`src/rtl/onehot_pkg.sv`:
```
// Shared types and constants for the one-hot scan decoder slice.
package onehot_pkg;

    typedef enum logic [1:0] {
        ST_OFF,
        ST_BLANK,
        ST_DRIVE
    } state_t;

    localparam logic MODE_DIRECT = 1'b0;
    localparam logic MODE_SCAN   = 1'b1;

endpackage

```
`src/rtl/onehot_dec.sv`:
```
// Pure combinational N-to-2^N one-hot decode; zero forces an all-low output.
module onehot_dec #(
    parameter int N = 3,
    localparam int M = 2**N
) (
    input  logic [N-1:0] sel,
    input  logic         zero,
    output logic [M-1:0] onehot
);

    assign onehot = zero ? '0 : (M'(1) << sel);

endmodule

```
`src/rtl/onehot_scan_decoder.sv`:
```
// Registered one-hot select with direct/scan sequencing and break-before-make blanking.
module onehot_scan_decoder
    import onehot_pkg::*;
#(
    parameter int N         = 3,
    parameter int DWELL_W   = 8,
    parameter int BLANK_CYC = 1,
    localparam int M        = 2**N
) (
    input  logic               clk,
    input  logic               rst_n,
    input  logic               en_n,
    input  logic               mode,
    input  logic [N-1:0]       enc,
    input  logic               enc_valid,
    output logic               enc_ready,
    input  logic [DWELL_W-1:0] dwell,
    input  logic [N-1:0]       scan_last,
    output logic [M-1:0]       dec,
    output logic [N-1:0]       idx,
    output logic               wrap
);

    localparam int BW = (BLANK_CYC > 1) ? $clog2(BLANK_CYC) : 1;
    localparam logic [BW-1:0] BLANK_LAST = BW'((BLANK_CYC > 0) ? BLANK_CYC - 1 : 0);

    state_t             state, state_nx;
    logic               mode_q;
    logic [N-1:0]       enc_lat, enc_lat_nx;
    logic [N-1:0]       target, target_nx;
    logic [N-1:0]       idx_nx;
    logic               pend_wrap, pend_wrap_nx;
    logic               wrap_nx;
    logic [BW-1:0]      blank_cnt, blank_cnt_nx;
    logic [DWELL_W-1:0] dwell_cnt, dwell_cnt_nx;
    logic [DWELL_W-1:0] dwell_lat;
    logic [N-1:0]       last_lat;
    logic               restart;
    logic               accept;
    logic               sw;
    logic [N-1:0]       sw_tgt;
    logic               sw_wrap;
    logic [N-1:0]       nxt_scan;
    logic [M-1:0]       dec_nx;

    assign enc_ready = rst_n && !en_n && (mode == MODE_DIRECT) && (state != ST_BLANK);
    assign accept    = enc_valid && enc_ready;
    assign nxt_scan  = (idx >= last_lat) ? '0 : idx + 1'b1;

    // Any move to a different line funnels through sw so blanking is applied in one place.
    always_comb begin
        state_nx     = state;
        idx_nx       = idx;
        enc_lat_nx   = enc_lat;
        target_nx    = target;
        pend_wrap_nx = pend_wrap;
        blank_cnt_nx = blank_cnt;
        dwell_cnt_nx = dwell_cnt;
        wrap_nx      = 1'b0;
        restart      = 1'b0;
        sw           = 1'b0;
        sw_tgt       = target;
        sw_wrap      = 1'b0;

        if (accept) begin
            enc_lat_nx = enc;
        end

        if (en_n) begin
            state_nx     = ST_OFF;
            blank_cnt_nx = '0;
            dwell_cnt_nx = '0;
        end else if (state == ST_OFF || mode != mode_q) begin
            sw     = 1'b1;
            sw_tgt = (mode == MODE_SCAN) ? '0 : (accept ? enc : enc_lat);
        end else if (state == ST_BLANK) begin
            if (blank_cnt == BLANK_LAST) begin
                state_nx = ST_DRIVE;
                idx_nx   = target;
                wrap_nx  = pend_wrap;
                restart  = 1'b1;
            end else begin
                blank_cnt_nx = blank_cnt + 1'b1;
            end
        end else if (mode == MODE_DIRECT) begin
            if (accept && enc != idx) begin
                sw     = 1'b1;
                sw_tgt = enc;
            end
        end else if (dwell_cnt == dwell_lat) begin
            if (nxt_scan == idx) begin
                restart = 1'b1;
                wrap_nx = 1'b1;
            end else begin
                sw      = 1'b1;
                sw_tgt  = nxt_scan;
                sw_wrap = (nxt_scan == '0);
            end
        end else begin
            dwell_cnt_nx = dwell_cnt + 1'b1;
        end

        if (sw) begin
            if (BLANK_CYC == 0) begin
                state_nx = ST_DRIVE;
                idx_nx   = sw_tgt;
                wrap_nx  = sw_wrap;
                restart  = 1'b1;
            end else begin
                state_nx     = ST_BLANK;
                target_nx    = sw_tgt;
                pend_wrap_nx = sw_wrap;
                blank_cnt_nx = '0;
            end
        end

        if (restart) begin
            dwell_cnt_nx = '0;
        end
    end

    onehot_dec #(.N(N)) u_dec (
        .sel    (idx_nx),
        .zero   (state_nx != ST_DRIVE),
        .onehot (dec_nx)
    );

    // dwell and scan_last are only captured when the dwell counter restarts.
    always_ff @(posedge clk or negedge rst_n) begin
        if (!rst_n) begin
            state     <= ST_OFF;
            mode_q    <= MODE_DIRECT;
            enc_lat   <= '0;
            target    <= '0;
            idx       <= '0;
            pend_wrap <= 1'b0;
            wrap      <= 1'b0;
            blank_cnt <= '0;
            dwell_cnt <= '0;
            dwell_lat <= '0;
            last_lat  <= '0;
            dec       <= '0;
        end else begin
            state     <= state_nx;
            mode_q    <= mode;
            enc_lat   <= enc_lat_nx;
            target    <= target_nx;
            idx       <= idx_nx;
            pend_wrap <= pend_wrap_nx;
            wrap      <= wrap_nx;
            blank_cnt <= blank_cnt_nx;
            dwell_cnt <= dwell_cnt_nx;
            dec       <= dec_nx;
            if (restart) begin
                dwell_lat <= dwell;
                last_lat  <= scan_last;
            end
        end
    end

endmodule

```
`config.mk`:
```
export PLATFORM = sky130hd
export DESIGN_NAME = onehot_scan_decoder
export DESIGN_NICKNAME = d
export VERILOG_FILES = /design/src/rtl/onehot_pkg.sv /design/src/rtl/onehot_dec.sv /design/src/rtl/onehot_scan_decoder.sv
export SDC_FILE = /design/constraint.sdc
export NUM_CORES = 1
export LEC_CHECK = 0
export BUFFER_PORTS_ARGS = -buffer_cell sky130_fd_sc_hd__buf_2
export CORE_UTILIZATION = 61
export DETAILED_ROUTE_END_ITERATION = 16
export PLACE_DENSITY = 0.95
export SLEW_MARGIN = 20
export SYNTH_ARGS = -nofsm -noshare
export SYNTH_HDL_FRONTEND = slang
export SYNTH_SLANG_ARGS = --single-unit
```
`constraint.sdc`:
```
create_clock -name clk -period 5.05 [get_ports clk]
set_input_delay 0.505 -clock clk [delete_from_list [all_inputs] [get_ports clk]]
set_output_delay 0.505 -clock clk [all_outputs]
set_load 0.02 [all_outputs]
```
==> reports/summary.txt <==
Post-Syn Nets - 212
Synth Area in Compound Gates - 0.106
TritonCTS clock tree - built
Pre-antenna DRT Iters - 5
Sw Ratio - 0.376
slowest cell on the critical path - o21ai_4
Leak - 1.13 nW
Tcrit/Tclk final - 0.496
Die Wd - 61.6 um
worst setup path class - flip-flop to flip-flop
postcts setup bufs - 0
critical path, cell by cell - inv_1 > ha_1 > nor2b_1 > o21ai_2 > nand3_1 > o21ai_4 > mux2_2
Synth Area in Adders - 0.0289
IR drop worst, VDD - 0.345 mV
RePlAce Congestion - 0.885
post-CTS resize count - 0
post-layout min period - 2500 ps
Comb power frac - 0.394
Port-buffer cells - 31
GR Util All Layers - 0.256
final core utilization - 0.722
first-pass GRT wire length - 6860 um
Reg power frac - 0.424
Final Max Tran Viols - 0
outcome - completed
list of most frequent post-synthesis cells - 41 x dfrtp_1, 22 x nor2_1, 17 x nand2_1, 14 x xnor2_1
Routed WL - 4170 um
critical path buffer and inverter count - 1
Initial Utilization - 0.644
Initial DRC Count - 83
RSZ-0062 raised after global routing - no
height of the die - 61.6 um
Final ANT Viol Nets - 0
largest net degree at the start of global routing - 44
H-tree levels - 2
final worst setup slack - 2550 ps
placed cells - 262
Hold-fix buffers, CTS - 0
Synth area leader - dfrtp_1
Clock Sinks - 41
Post-Route Skew - 12.0 ps
register area share after synthesis - 0.474
top cell type's share of synthesized area - 0.474
layout cells sized above 1 - 0.330
WL/cell - 15.4 um
top-count cell post-synth - dfrtp_1
startpoint types - flip-flop
Syn Std Cell Area - 2160 um2
top cells by area, synth - dfrtp_1 47%, mux2_4 6.2%, xnor2_1 5.7%
# diodes - 0
syn_area_per_cell - 11.5 um2
Die ar. - 3790 um2
post-synthesis mux area share - 0.118
r2r endpoint - last_lat[0]$_DFFE_PN0N_
reg2reg path depth - 7
CTS clk-pin slew, worst paths - 120 ps
largest family of logic cells by synthesized area - simple AND/OR/NAND/NOR gates
Slew Limit Headroom - 0.401
FF+latch area - 1030 um2
share of power burned in the clock network - 0.182
gate count after technology mapping - 188
Fin. Hold Viols - 0
Psw - 0.454 mW
Least-Margin Pin Slew - 899 ps
clock root cell - clkbuf_4
Worst R2R Setup Slack - 2550 ps
hpwl dp - 3200 um
critical path endpoint category - flip-flop
crit-path max FO - 12
post-synthesis simple-gate area fraction - 0.169
DRC violations left - 0
Max Clk Rate - 400 MHz
DR vias/cell - 5.69
post-synthesis async set-or-reset flop share - 1.00
CTS buffer count - 5
Net count, final - 247
Post-synth EDFFs - 0
Worst path depth - 7
Core ar. - 3360 um2
Hold WC Path Type - input port to async pin
synthesis-stage register bit count - 41
P_int - 0.753 mW
CP startpoint - idx[0]$_DFF_PN0_
vias in the first global route - 1513
Yosys warning count - 0
pre-CTS WS - 2290 ps
initial antenna violation count - 0
CP delay by family, top - compound AO/OA/AOI/OAI gates
final cell count without fillers - 270
Worst-Skew Late Latency - 350 ps
Most used DFF post-synth - dfrtp_1
Layout area overhead - 12.3%
worst path arrival time - 2750 ps
Fin Setup TNS - 0 ps
Multi-input gate area - 1080 um2
Power Density - 497 nW/um2
Post-Synth XOR/XNOR Area - 0.0769
Core Rows - 21
grt ovf - 0
num ports - 32
Critical Path RT - 5290 ps
MaxCap Viol Count - 0
Max stage delay on crit path - 480 ps
Final Setup Violations - 0
CTS Buffer Depth - 2
Vias - 1537
Layout fillers - 254
Pwr Total - 1.21 mW
r2r startpoint - idx[0]$_DFF_PN0_
Synth cell types - 42
-- sequential cells by signal, indices dropped and copies added, names as in the netlist --
register,count
dec,8
wrap,1
dwell_cnt,8
enc_lat,3
pend_wrap,1
last_lat,3
dwell_lat,8
state,2
idx,3
target,3
mode_q,1
-- per-stage QoR --
| step | hold slack (ps) | area, um2 |
|---|---|---|
| floorplan | 209 | 2160 |
| global placement | 482 | 2340 |
| detailed placement | 495 | 2340 |
| CTS | 297 | 2430 |
| global route | 337 | 2430 |
| finish | 263 | 2430 |
-- layout make-up --
class | count | share of cell area
inverters | 7 | 0.0108
clock inverters | 1 | 0.0124
clock buffers | 7 | 0.0227
multi-input cells | 137 | 0.444
repair buffers | 31 | 0.0639
well taps | 46 | 0.0237
flip-flops and latches | 41 | 0.422
-- worst max path at each step --
| stage | slack (ps) | end |
|---|---|---|
| floorplan | 2800 | pend_wrap$_DFFE_PN0P_ |
| global placement | 2440 | target[2]$_DFFE_PN0P_ |
| detailed placement | 2290 | target[2]$_DFFE_PN0P_ |
| CTS | 2540 | last_lat[0]$_DFFE_PN0N_ |
| global route | 2390 | last_lat[0]$_DFFE_PN0N_ |
| finish | 2550 | last_lat[0]$_DFFE_PN0N_ |
-- metal layers --
layer,routed length [um],vias to the layer above,track usage
li1,-,732,-
met2,2190,45,0.438
met1,1700,751,0.311
met5,0,-,0
met4,83,0,0.0984
met3,189,9,0.0630
-- power groups by stage --
stage                     sequential (mW)  combinational (mW)  clock, mW
after floorplan                     0.512               0.353          0
after global placement              0.511               0.451          0
after detailed placement            0.519               0.477          0
after CTS                           0.512               0.478      0.223
after global routing                0.523               0.529      0.235
final                               0.512               0.476      0.220
-- cell families (layout without fill, tap and decap cells) --
group	count (synthesis)	count (layout)
AND/OR/NAND/NOR	67	67
flip-flops	41	41
XOR/XNOR	19	19
AO/OA/AOI/OAI	26	26
buffers and inverters	10	46
adder cells (fa/ha/maj)	5	5
multiplexers	20	20
-- cell usage in the layout, fill, tap and decap left out, types with 3 or more instances in the layout --
master | synthesis | layout
xnor2_1 | 14 | 14
a21oi_1 | 3 | 3
nor2_1 | 22 | 22
inv_1 | 7 | 7
xor2_1 | 5 | 5
o21bai_1 | 3 | 3
nor3_1 | 4 | 4
buf_2 | 1 | 31
mux2_4 | 9 | 9
ha_1 | 5 | 5
mux2_2 | 9 | 9
nand2_1 | 17 | 17
dfrtp_1 | 41 | 41
nor3_2 | 5 | 5
clkbuf_4 | 0 | 5
o21ai_0 | 4 | 4
nand3_1 | 6 | 6
(Power assumes the default switching activity.)
